## src/rtl/control_paralelo_serial_if.sv

```systemverilog
// Parallel-word input handshake and serialized byte output bundle for
// control_paralelo_serial.
interface control_paralelo_serial_if;
  logic        in_valid;
  logic [31:0] in_data;
  logic        in_ready;
  logic [7:0]  out_byte;
  logic        out_k;
  logic        out_strobe;

  modport master (
    output in_valid,
    output in_data,
    input  in_ready,
    input  out_byte,
    input  out_k,
    input  out_strobe
  );

  modport slave (
    input  in_valid,
    input  in_data,
    output in_ready,
    output out_byte,
    output out_k,
    output out_strobe
  );
endinterface

```

## src/rtl/control_paralelo_serial.sv

```systemverilog
// Parallel-to-serial byte sequencer: sends a COM sync burst after reset, then
// streams 32-bit words MSB byte first at a programmable tick rate, filling gaps with IDLE.
module control_paralelo_serial #(
  parameter int unsigned SYNC_LEN = 4,
  parameter logic [7:0]  COM_SYM  = 8'hBC,
  parameter logic [7:0]  IDLE_SYM = 8'h7C
) (
  input  logic                        clk,
  input  logic                        rst,
  input  logic                        enb,
  input  logic [1:0]                  rate,
  control_paralelo_serial_if.slave    bus,
  output logic                        busy
);

  typedef enum logic [1:0] {
    ST_SYNC = 2'd0,
    ST_IDLE = 2'd1,
    ST_SEND = 2'd2
  } state_e;

  localparam logic [3:0] SYNC_LAST = 4'(SYNC_LEN - 1);

  function automatic logic [4:0] rate_period(input logic [1:0] r);
    case (r)
      2'b00:   rate_period = 5'd5;
      2'b01:   rate_period = 5'd10;
      2'b10:   rate_period = 5'd20;
      default: rate_period = 5'd10;
    endcase
  endfunction

  state_e      state_q, state_d;
  logic [4:0]  div_q, div_d;
  logic [4:0]  period_q, period_d;
  logic [3:0]  sync_q, sync_d;
  logic [31:0] hold_q, hold_d;
  logic        hold_full_q, hold_full_d;
  logic [31:0] shift_q, shift_d;
  logic [1:0]  rem_q, rem_d;
  logic [7:0]  byte_q, byte_d;
  logic        k_q, k_d;
  logic        strobe_q, strobe_d;

  logic [4:0]  eff_period_s;
  logic        tick_s;
  logic        ready_s;

  // The rate is sampled only when a period starts, so a change mid-period
  // lets the running period finish at its old length.
  assign eff_period_s = (div_q == 5'd0) ? rate_period(rate) : period_q;
  assign tick_s       = (div_q == (eff_period_s - 5'd1));
  assign ready_s      = (state_q != ST_SYNC) && !hold_full_q;

  assign bus.in_ready   = ready_s;
  assign bus.out_byte   = byte_q;
  assign bus.out_k      = k_q;
  assign bus.out_strobe = strobe_q;
  assign busy           = !((state_q == ST_IDLE) && !hold_full_q);

  // Next-state logic for divider, FSM, holding/shift registers and outputs.
  always_comb begin
    state_d     = state_q;
    div_d       = div_q;
    period_d    = period_q;
    sync_d      = sync_q;
    hold_d      = hold_q;
    hold_full_d = hold_full_q;
    shift_d     = shift_q;
    rem_d       = rem_q;
    byte_d      = byte_q;
    k_d         = k_q;
    strobe_d    = 1'b0;

    if (enb) begin
      period_d = eff_period_s;
      strobe_d = tick_s;
      if (tick_s) begin
        div_d = 5'd0;
      end else begin
        div_d = div_q + 5'd1;
      end

      if (bus.in_valid && ready_s) begin
        hold_d      = bus.in_data;
        hold_full_d = 1'b1;
      end else begin
        hold_full_d = hold_full_q;
      end

      if (tick_s) begin
        case (state_q)
          ST_SYNC: begin
            byte_d = COM_SYM;
            k_d    = 1'b1;
            if (sync_q == SYNC_LAST) begin
              state_d = ST_IDLE;
            end else begin
              sync_d = sync_q + 4'd1;
            end
          end
          ST_IDLE, ST_SEND: begin
            if ((state_q == ST_SEND) && (rem_q != 2'd0)) begin
              byte_d  = shift_q[31:24];
              k_d     = 1'b0;
              shift_d = {shift_q[23:0], 8'h00};
              rem_d   = rem_q - 2'd1;
            end else if (hold_full_q) begin
              // Back-to-back words: the next word's first byte follows without an idle gap.
              byte_d      = hold_q[31:24];
              k_d         = 1'b0;
              shift_d     = {hold_q[23:0], 8'h00};
              rem_d       = 2'd3;
              hold_d      = 32'h0000_0000;
              hold_full_d = 1'b0;
              state_d     = ST_SEND;
            end else begin
              byte_d  = IDLE_SYM;
              k_d     = 1'b1;
              shift_d = 32'h0000_0000;
              state_d = ST_IDLE;
            end
          end
          default: begin
            state_d = ST_SYNC;
          end
        endcase
      end else begin
        state_d = state_q;
      end
    end else begin
      strobe_d = 1'b0;
    end
  end

  // State and output registers.
  always_ff @(posedge clk or posedge rst) begin
    if (rst) begin
      state_q     <= ST_SYNC;
      div_q       <= 5'd0;
      period_q    <= 5'd5;
      sync_q      <= 4'd0;
      hold_q      <= 32'h0000_0000;
      hold_full_q <= 1'b0;
      shift_q     <= 32'h0000_0000;
      rem_q       <= 2'd0;
      byte_q      <= 8'h00;
      k_q         <= 1'b0;
      strobe_q    <= 1'b0;
    end else begin
      state_q     <= state_d;
      div_q       <= div_d;
      period_q    <= period_d;
      sync_q      <= sync_d;
      hold_q      <= hold_d;
      hold_full_q <= hold_full_d;
      shift_q     <= shift_d;
      rem_q       <= rem_d;
      byte_q      <= byte_d;
      k_q         <= k_d;
      strobe_q    <= strobe_d;
    end
  end

endmodule

```

## src/flat_wrapper.sv

```systemverilog
// flat-port wrapper written by rule: the top's interface ports become plain ports
module control_paralelo_serial_flat 
#(
  parameter int unsigned SYNC_LEN = 4,
  parameter logic [7:0]  COM_SYM  = 8'hBC,
  parameter logic [7:0]  IDLE_SYM = 8'h7C
)
  (clk, rst, enb, rate, busy, bus_in_valid, bus_in_data, bus_in_ready, bus_out_byte, bus_out_k, bus_out_strobe);
  control_paralelo_serial_if bus_i ();
  input  logic clk;
  input  logic rst;
  input  logic enb;
  input  logic [1:0] rate;
  output logic busy;
  input wire logic [$bits(bus_i.in_valid)-1:0] bus_in_valid;
  input wire logic [$bits(bus_i.in_data)-1:0] bus_in_data;
  output wire logic [$bits(bus_i.in_ready)-1:0] bus_in_ready;
  output wire logic [$bits(bus_i.out_byte)-1:0] bus_out_byte;
  output wire logic [$bits(bus_i.out_k)-1:0] bus_out_k;
  output wire logic [$bits(bus_i.out_strobe)-1:0] bus_out_strobe;
  assign bus_i.in_valid = bus_in_valid;
  assign bus_i.in_data = bus_in_data;
  assign bus_in_ready = bus_i.in_ready;
  assign bus_out_byte = bus_i.out_byte;
  assign bus_out_k = bus_i.out_k;
  assign bus_out_strobe = bus_i.out_strobe;
  control_paralelo_serial #(.SYNC_LEN(SYNC_LEN), .COM_SYM(COM_SYM), .IDLE_SYM(IDLE_SYM)) u_core (.clk(clk), .rst(rst), .enb(enb), .rate(rate), .bus(bus_i), .busy(busy));
endmodule
```

## config.mk

```make
export PLATFORM = sky130hd
export DESIGN_NAME = control_paralelo_serial_flat
export DESIGN_NICKNAME = d
export VERILOG_FILES = /design/src/rtl/control_paralelo_serial_if.sv /design/src/rtl/control_paralelo_serial.sv /design/src/flat_wrapper.sv
export SDC_FILE = /design/constraint.sdc
export NUM_CORES = 1
export LEC_CHECK = 0
export CAP_MARGIN = 20
export CORE_ASPECT_RATIO = 2
export CORE_MARGIN = 2
export CORE_UTILIZATION = 56
export CTS_BUF_LIST = sky130_fd_sc_hd__clkbuf_16
export CTS_CLUSTER_DIAMETER = 120
export DETAILED_ROUTE_END_ITERATION = 6
export GPL_TIMING_DRIVEN = 1
export PLACE_DENSITY = 0.87
export SETUP_SLACK_MARGIN = 0.2
export SLEW_MARGIN = 20
export SYNTH_ARGS = -nofsm -noshare
export SYNTH_HDL_FRONTEND = slang
export SYNTH_SLANG_ARGS = --single-unit
```

## constraint.sdc

```tcl
create_clock -name clk -period 4.3 [get_ports clk]
set_input_delay 0.43 -clock clk [delete_from_list [all_inputs] [get_ports clk]]
set_output_delay 0.43 -clock clk [all_outputs]
set_load 0.1 [all_outputs]
```

==> results of run 1 <==
==> registers in the layout, summed over array words and instances (netlist names) <==
| name | flops |
|---|---|
| u_core.hold_q | 32 |
| u_core.shift_q | 24 |
| u_core.bus.out_byte | 8 |
| u_core.div_q | 5 |
| u_core.period_q | 5 |
| u_core.sync_q | 4 |
| u_core.rem_q | 2 |
| u_core.state_q | 2 |
| u_core.bus.out_k | 1 |
| u_core.bus.out_strobe | 1 |
| u_core.hold_full_q | 1 |
==> logic make-up (layout without fill, tap and decap cells) <==
| logic type | after synthesis | count (layout) | share of synthesized area |
|---|---|---|---|
| AND/OR/NAND/NOR | 138 | 138 | 0.1563 |
| AO/OA/AOI/OAI | 98 | 98 | 0.1542 |
| flip-flops | 85 | 85 | 0.5107 |
| buffers and inverters | 45 | 93 | 0.04560 |
| multiplexers | 32 | 32 | 0.08731 |
| adder cells (fa/ha/maj) | 9 | 9 | 0.02700 |
| XOR/XNOR | 9 | 9 | 0.01890 |
==> Yosys cell counts, drive strengths merged (8+ instances only) <==
cell / n / area (sq um)
o21ai: 37 / 185.2
nand3: 23 / 120.1
mux2: 23 / 274.0
inv: 16 / 60.05
mux2i: 9 / 90.09
a22o: 8 / 70.07
nand2: 76 / 285.3
ha: 9 / 112.6
dfrtp: 83 / 2077
clkbuf: 23 / 86.33
nor2: 14 / 52.55
a22oi: 32 / 240.2
==> worst min path at each step <==
stage,startpoint,to,slack [ns]
after floorplan,u_core.sync_q[3],u_core.sync_q[3],0.44
after global placement,u_core.sync_q[3],u_core.sync_q[3],0.46
after detailed placement,u_core.sync_q[3],u_core.sync_q[3],0.47
after CTS,u_core.sync_q[3],u_core.sync_q[3],0.48
after global routing,u_core.sync_q[3],u_core.sync_q[3],0.49
final,u_core.sync_q[3],u_core.sync_q[3],0.49
==> layout make-up <==
class	instances	area, sq um
multi-input cells	286	1853
inverters	16	62.56
fillers	526	2220
repair buffers	61	580.6
flip-flops and latches	85	2130
clock inverters	7	81.33
well taps	92	115.1
clock buffers	9	225.2
==> metal layers <==
metal  vias up  track usage
met5         -            0
met4         0       0.1275
met3        20      0.04821
met2        80       0.4384
met1      1603       0.2880
li1       1554            -
==> power groups by stage <==
stage               sequential (mW)  combinational, mW  clock, mW
detailed placement             1.49               1.76          0
CTS                            1.49               1.79      0.809
global route                   1.53               2.00      0.842
floorplan                      1.62               1.21          0
global placement               1.47               1.69          0
finish                         1.50               1.80      0.801
==> placed cells by master (no fill, tap or decap), types with 12 or more instances in the layout <==
cell type        instances
nand2_1                 76
nand3_1                 22
a22oi_1                 32
nor2_1                  13
buf_4                   12
inv_1                   15
clkdlybuf4s50_1         49
mux2_2                  19
dfrtp_1                 83
o21ai_0                 37
==> worst register-to-register path, delay by kind of cell, from the launching register on <==
family / cells / cell delay, ns
XOR/XNOR: 1 / 0.17
buffers and inverters: 2 / 0.29
AND/OR/NAND/NOR: 4 / 1.68
AO/OA/AOI/OAI: 1 / 0.16
flip-flops: 1 / 0.44
adder cells (fa/ha/maj): 2 / 0.39
multiplexers: 2 / 0.60
==> through the flow <==
stage	total power, mW	utilization	hold slack, ns	cells
2_1_floorplan	2.830	-	0.4426	416
3_3_place_gp	3.168	0.6491	0.4636	537
3_5_place_dp	3.256	0.6491	0.4657	537
4_1_cts	4.084	0.6913	0.4793	553
5_1_grt	4.374	0.6946	0.4942	556
6_report	4.093	0.6946	0.4925	556
==> impl_metrics.csv, run 1 <==
group,metric,value,unit
pwr,clkPwrFrac,0.196,
detailed_routing,viasPerCell,5.858,
floorplanning,die-area,8195,sq um
synth,yosys_register_bits,85,
worst_setup_path,timing.rr.end,"u_core.bus.out_byte[1]",
sta,final_hold_viol_count,0,
worst_setup_path,crit_chain,"inv_1 > ha_1 > nor4b_4 > buf_4 > mux2i_1 > ha_1 > nor3b_1 > xnor2_1 > o22ai_1 > or4_1 > or2_1 > mux2_4",
detailed_routing,wl_met2,5299,um
cells_and_area,nets,506,
sta,rsz0062_at_grt,"false",
clock_network,cts_tree,"built",
worst_setup_path,r2r_slack,0.44,ns
clock_network,cts_buffers,9,
worst_setup_path,worstSetupPathType,"flop to flop",
sta,clock_skew,0.004512,ns
worst_setup_path,crit_end,"u_core.bus.out_byte[1]",
pwr,p_int,2.403,mW
global_routing,grt_pass1_wl,15780,um
floorplanning,core,7267,sq um
clock_network,cts.sinks,85,
placed_design,numPortBuffers,49,
synth,netlist_area,4170,sq um
clock_network,clock_latency,0.34,ns
synth,synthArstFlopShare,1.000,
detailed_routing,vias,3257,
synth,syn_avg_cell_area,10.02,sq um
placed_design,placed_area,4717,sq um
synth,synth-edff-count,0,
clock_network,hold_buffers,0,
placed_design,place_hpwl,6394,um
worst_setup_path,critPathLaunchType,"flop",
worst_setup_path,crit_arrival,4.08,ns
detailed_routing,ant_nets,0,
placed_design,place_congestion,0.8732,
worst_hold_path,hold_path.class,"flop to flop",
pwr,p_sw,1.690,mW
clock_network,cts-root-buf,"clkbuf_16",
synth,syn-num-nets,463,
sta,fmax,259.4,MHz
sta,timing.final.crit_share,0.8966,
worst_hold_path,holdPathStages,1,
cells_and_area,area.growth.synth_to_final,21.03,%
cells_and_area,final_area,5047,sq um
pwr,p_comb_frac,0.439,
cells_and_area,n_antenna_cell,0,
placed_design,place_ws,0.4103,ns
detailed_routing,wirelength,9511,um
clock_network,cts_htree_levels,3,
worst_setup_path,regToRegStartpoint,"u_core.div_q[0]",
worst_setup_path,required,4.52,ns
worst_setup_path,reg2reg_depth,12,
pwr,switching_share,0.4128,
cells_and_area,drive_above_1_share,0.1272,
synth,ys_warn_count,0,
sta,setup_tns,0,ns
floorplanning,fp-row-count,44,
global_routing,grt-ovfl-total,0,
sta,finalSetupViolations,0,
sta,setup_slack,0.4446,ns
pwr,irDropWorstVdd,0.0003423,V
global_routing,grt_max_degree,63,
detailed_routing,wire_per_inst,17.11,um
detailed_routing,drc,0,
floorplanning,io_pins,50,
global_routing,antenna_found_initial,0,
global_routing,grt_pass1_vias,3320,
outcome,outcome,"finished clean",
clock_network,path_clk_slew,0.06,ns
floorplanning,fp.dieH,126.0,um
job,drv_cap,0,
synth,synth_cell_type_count,44,
synth,postSynthCellCount,416,
worst_setup_path,cpMaxStageDelayCell,"or4_1",
pwr,p_leak,2.393,nW
sta,worst_slew_pin_slew,0.9719,ns
global_routing,global_route.usage.total,0.2518,
synth,ys_seq_area_frac,0.5107,
worst_setup_path,crit_top_cell,"ha_1",
pwr,power_frac_seq,0.365,
worst_setup_path,crit_family,"simple AND/OR/NAND/NOR gates",
detailed_routing,wl_met1,3624,um
worst_setup_path,cp.depth,12,
worst_setup_path,crit_fanout,9,
worst_setup_path,crit_buf_inv,2,
clock_network,cts_resized,0,
synth,ys.flop_type,"dfrtp_1",
worst_setup_path,startpoint,"u_core.div_q[0]",
worst_setup_path,crit_path_end_kind,"flop",
detailed_routing,drtIter0Drc,284,
detailed_routing,met3_length,312,um
clock_network,post-cts-setup-buffer-count,0,
sta,slew_viol_final,0,
detailed_routing,top_layer,"met4",
floorplanning,die_w,65.02,um
worst_setup_path,cpPeakStageDelay,0.65,ns
clock_network,clk_path_buf_depth,2,
sta,slew_headroom,0.3500,
pwr,powerDensity,810.8,nW/um^2
detailed_routing,dr.pass1.iters,4,
sta,period_needed,3.855,ns
floorplanning,start_util,0.5739,
(Power assumes the default switching activity.)
==> run 2, diff against run 1 <==
- CELL_PAD_IN_SITES_DETAIL_PLACEMENT: unset -> 1
- CELL_PAD_IN_SITES_GLOBAL_PLACEMENT: unset -> 2
- CORE_UTILIZATION: 56 -> 36
==> impl_metrics.csv, run 2 (synthesis gave the netlist of run 1 again) <==
group,metric,value,unit
global_routing,grt_max_degree,61,
floorplanning,die-area,12510,sq um
cells_and_area,area.growth.synth_to_final,21.96,%
cells_and_area,drive_above_1_share,0.1234,
placed_design,place_hpwl,7700,um
global_routing,grt_pass1_vias,3556,
pwr,p_leak,2.372,nW
sta,finalSetupViolations,0,
sta,setup_tns,0,ns
clock_network,cts-root-buf,"clkbuf_16",
clock_network,cts_tree,"built",
worst_hold_path,holdPathStages,1,
cells_and_area,layout_commonest_cell,"dfrtp_1",
sta,fmax,263.4,MHz
worst_setup_path,crit_fanout,9,
detailed_routing,drc,0,
pwr,irDropWorstVdd,0.0004077,V
clock_network,path_clk_slew,0.07,ns
detailed_routing,drtIter0Drc,99,
floorplanning,fp-row-count,55,
floorplanning,core,11290,sq um
global_routing,grt-ovfl-total,0,
sta,slew_viol_final,0,
sta,period_needed,3.797,ns
clock_network,cts_htree_levels,3,
floorplanning,fp.dieH,156.2,um
sta,clock_skew,0.008349,ns
clock_network,hold_buffers,0,
worst_setup_path,r2r_slack,0.50,ns
pwr,powerDensity,803.6,nW/um^2
sta,final_hold_viol_count,0,
detailed_routing,viasPerCell,5.402,
floorplanning,io_pins,50,
global_routing,global_route.usage.total,0.1917,
worst_hold_path,hold_end,"u_core.sync_q[3]",
floorplanning,start_util,0.3695,
worst_setup_path,required,4.52,ns
detailed_routing,dr.pass1.iters,5,
detailed_routing,vias,3263,
detailed_routing,ant_nets,0,
placed_design,numPortBuffers,49,
floorplanning,die_w,80.11,um
worst_setup_path,timing.rr.end,"u_core.bus.out_byte[1]",
cells_and_area,nets,504,
sta,holdWs,0.4942,ns
sta,worst_slew_pin_slew,0.9601,ns
worst_hold_path,min_from,"u_core.sync_q[3]",
clock_network,cts.sinks,85,
global_routing,antenna_found_initial,0,
worst_setup_path,crit_arrival,4.02,ns
worst_setup_path,crit_path_end_kind,"flop",
sta,rsz0062_at_grt,"false",
worst_setup_path,reg2reg_depth,11,
clock_network,cts_buffers,9,
cells_and_area,top_register,"u_core.hold_q",
cells_and_area,n_antenna_cell,0,
detailed_routing,wire_per_inst,18.42,um
placed_design,dp.cells,587,
placed_design,place_congestion,0.8012,
worst_hold_path,hold_path.class,"flop to flop",
sta,timing.final.crit_share,0.8829,
worst_setup_path,critPathLaunchType,"flop",
worst_setup_path,worstSetupPathType,"flop to flop",
detailed_routing,wirelength,11120,um
cells_and_area,largest_reg_flops,32,
pwr,p_total,4.087,mW
outcome,outcome,"finished clean",
worst_setup_path,regToRegStartpoint,"u_core.div_q[0]",
cells_and_area,final_cells,604,
global_routing,grt_pass1_wl,18420,um
clock_network,clk_path_buf_depth,2,
job,drv_cap,0,
cells_and_area,most-common-layout-cells,"dfrtp_1, nand2_1, clkdlybuf4s50_1, o21ai_0, a22oi_1",
clock_network,clock_latency,0.34,ns
sta,slew_headroom,0.3580,
==> run 2: cell count changes in the layout (fill, tap and decap cells not counted) <==
cell,delta
clkinvlp_4,+2
or2_2,+1
or2_1,-1
inv_1,+2
bufinv_16,-1
clkinv_1,-1
buf_12,+1
clkinv_2,-2
buf_4,-3
==> run 2: power by group <==
group	switching, mW	internal (mW)	total (mW)
Clock	0.312	0.442	0.754
Sequential	0.335	1.17	1.50
Combinational	1.09	0.737	1.83
Total	1.74	2.35	4.09
==> run 2: worst max-delay path by stage <==
stage / start / endpoint / slack, ns / cells past startpoint
final: u_core.div_q[0] / u_core.bus.out_byte[1] / 0.50 / 11
after global routing: u_core.div_q[0] / u_core.bus.out_byte[1] / 0.29 / 11
after CTS: u_core.div_q[0] / u_core.bus.out_byte[1] / 0.35 / 11
after detailed placement: u_core.div_q[0] / u_core.bus.out_byte[0] / 0.37 / 11
after global placement: u_core.div_q[0] / u_core.bus.out_byte[0] / 0.54 / 11
after floorplan: u_core.div_q[0] / u_core.bus.out_byte[0] / 0.89 / 13
==> run 2: cell type report <==
cell class	count	area [sq um]
Fill cell	1289	6200
Sequential cell	85	2130
Multi-Input combinational cell	286	1853
Timing Repair Buffer	59	578.1
Clock buffer	9	225.2
Tap cell	142	177.7
Inverter	16	62.56
Clock inverter	7	60.06
==> run 2: metal layers <==
layer	vias to the layer above	share of wire	GRT usage
li1	1549	-	-
met1	1647	0.38	0.2070
met2	52	0.58	0.3627
met3	15	0.022	0.02307
met4	0	0.023	0.08232
met5	-	0	0
==> run 2: through the flow <==
stage          cell area [sq um]  setup WS [ns]    util
2_1_floorplan               4170         0.8860       -
3_3_place_gp                4792         0.5398  0.4246
3_5_place_dp                4792         0.3669  0.4246
4_1_cts                     5077         0.3458  0.4499
5_1_grt                     5086         0.2938  0.4507
6_report                    5086         0.5034  0.4507
==> run 2: timing repair <==
item / 4_1_cts / 5_1_grt
resized for setup: 0 / 1
buffers inserted: 0 / 1
endpoints found under the setup margin: 0 / 4
==> run 2: worst max-delay path, cell delays in order, from the launching register on <==
cell	delay, ns
dfrtp_1	0.44
inv_1	0.11
ha_1	0.15
nor4b_4	0.32
mux2i_1	0.38
ha_1	0.26
nor3b_1	0.25
xnor2_1	0.15
o22ai_1	0.14
or4_1	0.66
or2_2	0.47
mux2_4	0.33
==> run 3, diff against run 2 <==
- HOLD_SLACK_MARGIN: unset -> 0.1
==> results of run 3 <==
Same layout as run 2: the final DEF is identical, and so are final timing and power.
